$ cat src/rtl/digit_entry_register_pkg.sv
// rtl/digit_entry_register_pkg.sv - shared types and constants for digit_entry_register (honours DIGIT_ENTRY_DEBOUNCE_EN)
package digit_entry_register_pkg;

  localparam int BCD_MAX    = 9;
  localparam int MAX_DIGITS = 4;

  typedef logic [3:0] digit_t;

  // STABLE only exists when presses are debounced.
  typedef enum logic [1:0] {
    IDLE   = 2'd0,
`ifdef DIGIT_ENTRY_DEBOUNCE_EN
    STABLE = 2'd1,
`endif
    HOLD   = 2'd2
  } state_t;

endpackage

$ cat src/rtl/digit_entry_register_sync2.sv
// rtl/digit_entry_register_sync2.sv - two-flop synchronizer, parameterised width
module sync2 #(
  parameter int WIDTH = 1
) (
  input  logic             clk,
  input  logic             resetn,
  input  logic [WIDTH-1:0] din,
  output logic [WIDTH-1:0] dout
);

  logic [WIDTH-1:0] meta;

  // Two back-to-back flops to bring the keypad lines into the clk domain.
  always_ff @(posedge clk or negedge resetn) begin
    if (!resetn) begin
      meta <= '0;
      dout <= '0;
    end else begin
      meta <= din;
      dout <= meta;
    end
  end

endmodule

$ cat src/rtl/digit_entry_register.sv
// rtl/digit_entry_register.sv - MM:SS keypad digit entry; DIGIT_ENTRY_DEBOUNCE_EN enables debounce
module digit_entry_register
  import digit_entry_register_pkg::*;
#(
  parameter int DEBOUNCE_CYCLES = 4
) (
  input  logic       clk,
  input  logic       resetn,
  input  logic [3:0] D,
  input  logic       valid,
  input  logic       load_en,
  input  logic       clear,
  output logic [3:0] min_tens,
  output logic [3:0] min_ones,
  output logic [3:0] sec_tens,
  output logic [3:0] sec_ones,
  output logic [2:0] digit_count,
  output logic       digit_stb,
  output logic       reject
);

  if (DEBOUNCE_CYCLES < 2 || DEBOUNCE_CYCLES > 15) begin : g_param_check
    $error("DEBOUNCE_CYCLES must be in 2..15");
  end

  digit_t d_s;
  logic   valid_s;
  state_t state;
  state_t state_next;
  logic   eval;
  logic   code_ok;

  sync2 #(.WIDTH(5)) u_sync (
    .clk    (clk),
    .resetn (resetn),
    .din    ({valid, D}),
    .dout   ({valid_s, d_s})
  );

`ifdef DIGIT_ENTRY_DEBOUNCE_EN
  localparam logic [3:0] CNT_LAST = 4'(DEBOUNCE_CYCLES - 1);

  logic [3:0] cnt;
  logic [3:0] cnt_next;
  digit_t     code_q;
  digit_t     code_next;
`endif

  // A press is only accepted if it is a decimal digit and there is room for it.
  assign code_ok = (d_s <= digit_t'(BCD_MAX)) && (digit_count < 3'(MAX_DIGITS));

  // Next-state logic: debounce press/release and decide when to evaluate a key.
  always_comb begin
    state_next = state;
    eval       = 1'b0;
`ifdef DIGIT_ENTRY_DEBOUNCE_EN
    cnt_next   = cnt;
    code_next  = code_q;
`endif
    case (state)
      IDLE: begin
        if (valid_s && load_en) begin
`ifdef DIGIT_ENTRY_DEBOUNCE_EN
          state_next = STABLE;
          code_next  = d_s;
          cnt_next   = 4'd1;
`else
          state_next = HOLD;
          eval       = 1'b1;
`endif
        end
      end
`ifdef DIGIT_ENTRY_DEBOUNCE_EN
      STABLE: begin
        if (!valid_s || !load_en || (d_s != code_q)) begin
          state_next = IDLE;
          cnt_next   = '0;
        end else if (cnt >= CNT_LAST) begin
          state_next = HOLD;
          eval       = 1'b1;
          cnt_next   = '0;
        end else begin
          cnt_next = cnt + 4'd1;
        end
      end
      HOLD: begin
        // cnt counts consecutive released samples; any bounce back restarts it.
        if (valid_s) begin
          cnt_next = '0;
        end else if (cnt >= CNT_LAST) begin
          state_next = IDLE;
          cnt_next   = '0;
        end else begin
          cnt_next = cnt + 4'd1;
        end
      end
`else
      HOLD: begin
        if (!valid_s) begin
          state_next = IDLE;
        end
      end
`endif
      default: state_next = IDLE;
    endcase
    // clear wins over any evaluation in the same cycle.
    if (clear) begin
      state_next = IDLE;
      eval       = 1'b0;
`ifdef DIGIT_ENTRY_DEBOUNCE_EN
      cnt_next   = '0;
`endif
    end
  end

  // FSM state register (plus debounce counter and latched code when present).
  always_ff @(posedge clk or negedge resetn) begin
    if (!resetn) begin
      state  <= IDLE;
`ifdef DIGIT_ENTRY_DEBOUNCE_EN
      cnt    <= '0;
      code_q <= '0;
`endif
    end else begin
      state  <= state_next;
`ifdef DIGIT_ENTRY_DEBOUNCE_EN
      cnt    <= cnt_next;
      code_q <= code_next;
`endif
    end
  end

  // Digit shift register, count and one-cycle result pulses.
  always_ff @(posedge clk or negedge resetn) begin
    if (!resetn) begin
      min_tens    <= '0;
      min_ones    <= '0;
      sec_tens    <= '0;
      sec_ones    <= '0;
      digit_count <= '0;
      digit_stb   <= 1'b0;
      reject      <= 1'b0;
    end else begin
      digit_stb <= eval && code_ok;
      reject    <= eval && !code_ok;
      if (clear) begin
        min_tens    <= '0;
        min_ones    <= '0;
        sec_tens    <= '0;
        sec_ones    <= '0;
        digit_count <= '0;
      end else if (eval && code_ok) begin
        min_tens    <= min_ones;
        min_ones    <= sec_tens;
        sec_tens    <= sec_ones;
        sec_ones    <= d_s;
        digit_count <= digit_count + 3'd1;
      end
    end
  end

endmodule

$ cat config.mk
export PLATFORM = sky130hd
export DESIGN_NAME = digit_entry_register
export DESIGN_NICKNAME = d
export VERILOG_FILES = /design/src/rtl/digit_entry_register_pkg.sv /design/src/rtl/digit_entry_register_sync2.sv /design/src/rtl/digit_entry_register.sv
export SDC_FILE = /design/constraint.sdc
export NUM_CORES = 1
export LEC_CHECK = 0
export ABC_AREA = 1
export BUFFER_PORTS_ARGS = -buffer_cell sky130_fd_sc_hd__buf_2
export CORE_MARGIN = 2
export CORE_UTILIZATION = 49
export CTS_BUF_LIST = sky130_fd_sc_hd__clkbuf_8
export DETAILED_ROUTE_END_ITERATION = 6
export PLACE_DENSITY = 0.77
export SLEW_MARGIN = 40
export SYNTH_ARGS = -nofsm -noshare
export SYNTH_HDL_FRONTEND = slang
export SYNTH_SLANG_ARGS = --single-unit
$ cat constraint.sdc
create_clock -name clk -period 1.1 [get_ports clk]
set_input_delay 0 -clock clk [delete_from_list [all_inputs] [get_ports clk]]
set_output_delay 0 -clock clk [all_outputs]
set_load 0.03 [all_outputs]
* After elaboration in Yosys (flattened, before gate mapping)
Index checks and enable logic that the tools add are counted.
Operators by class: add/subtract/negate cells 1, multiply operators 0, divide/modulo/power cells 0, $lt $le $gt $ge 2, eq/ne operators 3, shift-type cells 0, muxes and demuxes 17, bitwise gates (word level) 0, reduce and logical (&&, ||, !) cells 8
Operators with widths (count):
- two-way mux 4 bit | 8
- two-way mux 2 bit | 3
- two-way mux 3 bit | 2
- != test 3 bit (second input constant) | 2
- less-or-equal comparator 4 bit (second input constant) | 1
- logical AND 1 bit | 4
- one-hot mux 2 bit (2 select lines) | 1
- adder 3 x 1 -> 3 bit (second input constant) | 1
- less-than comparator 3 bit (second input constant) | 1
- two-way mux 1 bit | 3
- == test 2 bit (second input constant) | 1
- logical NOT 2 bit | 1
- AND reduction 2 bit | 1
- nonzero test 2 bit | 1
- logical NOT 1 bit | 1
Storage, ports and cells: bits in registers 33, bits in latches 0, RAM bits 0, memory bits (read-only) 0, input port bits 9, output and inout port bits 21, word-level logic and storage cells 41, memories 0

* Longest topological paths before layout
depth after elaboration 7, gate-level depth with buffers 8

* Hierarchy
Synthesis repeated with hierarchy kept, for this count alone.
Second synthesis, totals: cells, all modules 112, area total of the unflattened synthesis 1178.6 um^2
By module, submodules not included:
- digit_entry_register | instances 1, cells each 102, area each 928.4 um^2, sequential area each 550.5 um^2
- sync2 | instances 1, cells each 10, area each 250.2 um^2, sequential area each 250.2 um^2

* Worst setup path after synthesis
OpenSTA, ideal clock, no wires.
kind register to register, start point register state[1], end point register digit_count[0], arrival 1.026 ns, required time 0.982 ns, path slack -0.044 ns, cell stages (with the launch flop) 8, buffers on the path 1, period minus slack after synthesis 1.144 ns, cells stage by stage dfrtp_1 -> inv_1 -> nand2_1 -> nor2_8 -> nand3_2 -> buf_2 -> nand3_1 -> nand2_1
Between the ends: word-level cells in the longest chain between the ends 5
Ends and longest elaborated chain:
- start: declaration | line digit_entry_register.sv:28 | state_t state;
- start signal: assignment | line digit_entry_register.sv:125 | state <= state_next;
- logical NOT 2 bit | line digit_entry_register.sv:60 | case (state)
- two-way mux 1 bit | line digit_entry_register.sv:60
- two-way mux 1 bit | line digit_entry_register.sv:107 | if (clear) begin
- logical AND 1 bit | line digit_entry_register.sv:152 | end else if (eval && code_ok) begin
- nonzero test 2 bit (no source line)
- end signal: assignment | line digit_entry_register.sv:157 | digit_count <= digit_count + 3'd1;
- end: declaration | line digit_entry_register.sv:17 | output logic [2:0] digit_count,
No other way between the ends. A chain may end at the register's enable or synchronous reset.

* Worst setup path after layout
start point register u_sync.dout[2], end point register min_ones[1]
Between the ends: word-level cells in the longest chain between the ends 4
Ends and longest elaborated chain:
- start: declaration | line digit_entry_register_sync2.sv:8 | output logic [WIDTH-1:0] dout
- start signal: assignment | line digit_entry_register_sync2.sv:20 | dout <= meta;
- less-or-equal comparator 4 bit | line digit_entry_register.sv:50 | assign code_ok = (d_s <= digit_t'(BCD_MAX)) && (digit_count < 3'(MAX_DIGITS));
- logical AND 1 bit | line digit_entry_register.sv:50
- logical AND 1 bit | line digit_entry_register.sv:152
- nonzero test 2 bit (no source line)
- end signal: assignment | line digit_entry_register.sv:154 | min_ones <= sec_tens;
- end: declaration | line digit_entry_register.sv:14 | output logic [3:0] min_ones,
No other way between the ends.

==> results.txt <==
----------------------------------------------------
[Route]
  Final routed wirelength across all metal layers ... 2.31 mm
  Detail Route Antenna Nets ... 0
  Number of violations reported at the end of detailed-routing iteration 0 ... 16
  Post-DR vias/cell ... 4.74
  Router iterations before antenna repair ... 4
  Wirelength per Cell ... 11.4 µm
  Post-route DRC ... 0
  Via count ... 957

[Power]
  Pwr Density ... 1400 nW/µm²
  Part of the total power dissipated in the clock network ... 0.384
  Int Power ... 0.00179 W
  Static leakage ... 0.937 nW
  Switching share of power ... 0.236
  Maximum ir drop on the vdd rail ... 1.22 mV
  Logic pwr share ... 0.088
  Sequential cell fraction of total power ... 0.528
  P_sw ... 0.000551 W

[Place]
  Sum of net half-perimeters after detailed placement ... 1.62 mm
  Worst Setup Slack post-DPL ... -0.0395 ns
  GPL Wtd Cong ... 0.716
  Buffers on Ports ... 29

[Synth]
  Count of distinct cell types in the synthesized netlist ... 17
  Seq cells post-synth ... 32
  Largest area contributor in the synthesized netlist ... dfrtp_1
  Mapped cell area ... 1230 µm²
  Number of enable flip-flop cells after synthesis ... 0
  Sequential element share of the synthesized area ... 0.649
  Most common flop cell mapped by yosys ... dfrtp_1
  Top-area cell type share of the netlist area ... 0.649
  Most area-consuming cells after synthesis ... dfrtp_1, nand2_1, nand3_1, inv_1, nor2_1
  Number of warnings reported in the yosys synthesis log ... 0
  Synth async-reset ratio ... 1.00
  Gate count of the mapped netlist ... 127
  Total nets after synthesis ... 137
  Mapped Avg Cell Area ... 9.71 µm²

[Final layout]
  Area growth syn-to-layout ... 35.0%
  Fraction of final layout cells sized beyond drive strength 1 ... 0.349
  Highest-count cells in the layout ignoring fill and taps ... nand2_1, dfrtp_1, buf_2, nand3_1, inv_1
  Count of antenna diodes in the layout ... 0
  Most common cell after layout, fill and taps aside ... nand2_1
  Number of nets in the layout ... 181

[GRT]
  Leftover overflow at the end of global routing ... 0
  Pin count of the biggest net entering global routing ... 24
  Number of global-route vias before repair ... 907
  Routing usage on met2 ... 0.301
  Global routing usage on met3 ... 0.0917
  Wire length of the first global-routing pass ... 3.73 mm
  Gr busiest metal ... met2
  Antenna violations before repair ... 0
  GRT Overall Usage ... 0.187
  GRT met1 Usage ... 0.210

[Clock network]
  Count of buffers added by post-CTS timing repair for setup ... 0
  Sink count of the clock tree ... 32
  Cts bufs inserted ... 5
  Clock tree from TritonCTS ... built
  Source-to-sink clock delay at the later pin of the worst-skew pair ... 0.28 ns
  Max clock buf depth ... 2
  H-tree level count ... 2
  Root Driver ... clkbuf_8
  Post-CTS clock slew at the launch and capture registers of the worst setup and hold paths ... 0.06 ns

[STA]
  Setup-failing EPs final ... 16
  Max-slew violation count ... 0
  Slew at the pin closest to its max-slew limit ... 0.389 ns
  Maximum clock skew at final layout ... 0.00468 ns
  Normalized max-slew margin ... 0.741
  Final worst-path cycle share ... 1.04
  Shortest period the worst path allows ... 1.14 ns
  Unrepaired setup endpoints after global routing ... true
  Post-route setup TNS ... -0.359 ns
  Total count of hold-check failures in the final report ... 0
  Peak clock frequency supported by timing ... 878 MHz
  Worst setup margin ... -0.0386 ns

[Job]
  Max capacitance violation total ... 0

[Outcome]
  Run status ... finished, violations left
  Violations in the final reports ... negative setup slack

[Critical path]
  Type of element capturing the critical path ... flop
  Critical path class ... flop to flop
  Maximum single-stage delay on the critical path ... 0.41 ns
  Arrival time worst endpoint ... 1.31 ns
  R2r setup slk ... -0.04 ns
  Data required, critical path ... 1.27 ns
  Worst-path cell chain ... o21ai_2, nand3_4, buf_4, nand2_1, o21ai_1
  Startpoint Class ... flop
  CP Max Fanout ... 8
  Cell with the largest stage delay on the worst path ... dfrtp_1

[Floorplanning]
  Row cnt ... 18
  CORE AREA ... 2430 µm²
  I/O pin total ... 30
  Total die area ... 2930 µm²
  Effective utilization at floorplan ... 0.507
  Die Width ... 54.2 µm
  Die span in y ... 54.2 µm

[Hold path]
  Path category of the worst min-delay check ... input pin to flop

----------------------------------------------------
## worst paths after layout
| kind | startpoint | end | depth (start not counted) |
|---|---|---|---|
| setup / recovery | u_sync.dout[2] | min_ones[1] | 5 |
| hold / removal | clear | min_tens[1] | 4 |
| setup reg to reg | u_sync.dout[2] | min_ones[1] | 5 |
| hold reg to reg | u_sync.meta[1] | u_sync.dout[1] | 0 |
| max in group asynchronous | resetn | digit_count[2] | 3 |
| min in group asynchronous | resetn | min_ones[0] | 2 |
## synthesized netlist by cell type, types with 2 or more instances
library cell,count
nand2_1,45
dfrtp_1,32
nand3_1,15
inv_1,10
nor2_1,8
o21ai_1,4
buf_2,2
inv_2,2
## worst max-delay path: cells and delay by family (launching register included)
kind / cells / cell delay, ns
flops: 1 / 0.41
simple gates: 2 / 0.17
buf+inv: 1 / 0.18
compound gates: 2 / 0.27
## state kept, by name, summed over array words and instances (netlist names)
name,flops
digit_count,3
digit_stb,1
min_ones,4
min_tens,4
reject,1
sec_ones,4
sec_tens,4
state,1
u_sync.dout,5
u_sync.meta,5
## power groups by stage
stage | logic [W] | clock network (W) | registers, W
CTS | 0.000203 | 0.000933 | 0.00123
global route | 0.000227 | 0.000997 | 0.00124
floorplan | 0.0000683 | 0 | 0.00128
detailed placement | 0.000179 | 0 | 0.00125
finish | 0.000205 | 0.000898 | 0.00123
global placement | 0.000174 | 0 | 0.00125
## through the flow
stage | util | cell area (µm²) | total power, W | instances | hold slack, ns
finish | 0.685 | 1670 | 0.00234 | 202 | 0.0430
global route | 0.685 | 1670 | 0.00246 | 202 | 0.0613
CTS | 0.673 | 1640 | 0.00237 | 202 | 0.0323
detailed placement | 0.596 | 1450 | 0.00143 | 187 | -0.0514
global placement | 0.596 | 1450 | 0.00142 | 187 | -0.0622
floorplan | - | 1240 | 0.00135 | 127 | -0.296
## layout make-up
type	count	area (µm²)
inverters	12	47.5
flip-flops and latches	32	802
clock buffers	6	82.6
repair buffers	42	277
well taps	30	37.5
multi-input cells	78	409
clock inverters	2	10.0
fillers	192	767
## kinds of logic after synthesis
| family | share of synthesized area |
|---|---|
| AOI/OAI and AO/OA | 0.0162 |
| adders and majority gates | 0.0101 |
| buffers and inverters | 0.0598 |
| DFF | 0.649 |
| and+or+nand+nor | 0.265 |
## layer usage
layer	vias to the layer above	routed length, µm	share of wire
li1	484	-	-
met1	442	951	0.41
met2	28	1200	0.52
met3	3	140	0.061
met4	0	17	0.0074
met5	-	0	0
## what timing repair did
action | in CTS | in global routing
pin swaps | 0 | 4
gates resized for setup | 7 | 7
hold buffers | 7 | 0
hold endpoints to repair | 38 | 0
setup endpoints to repair | 19 | 19
(Power assumes the default switching activity.)
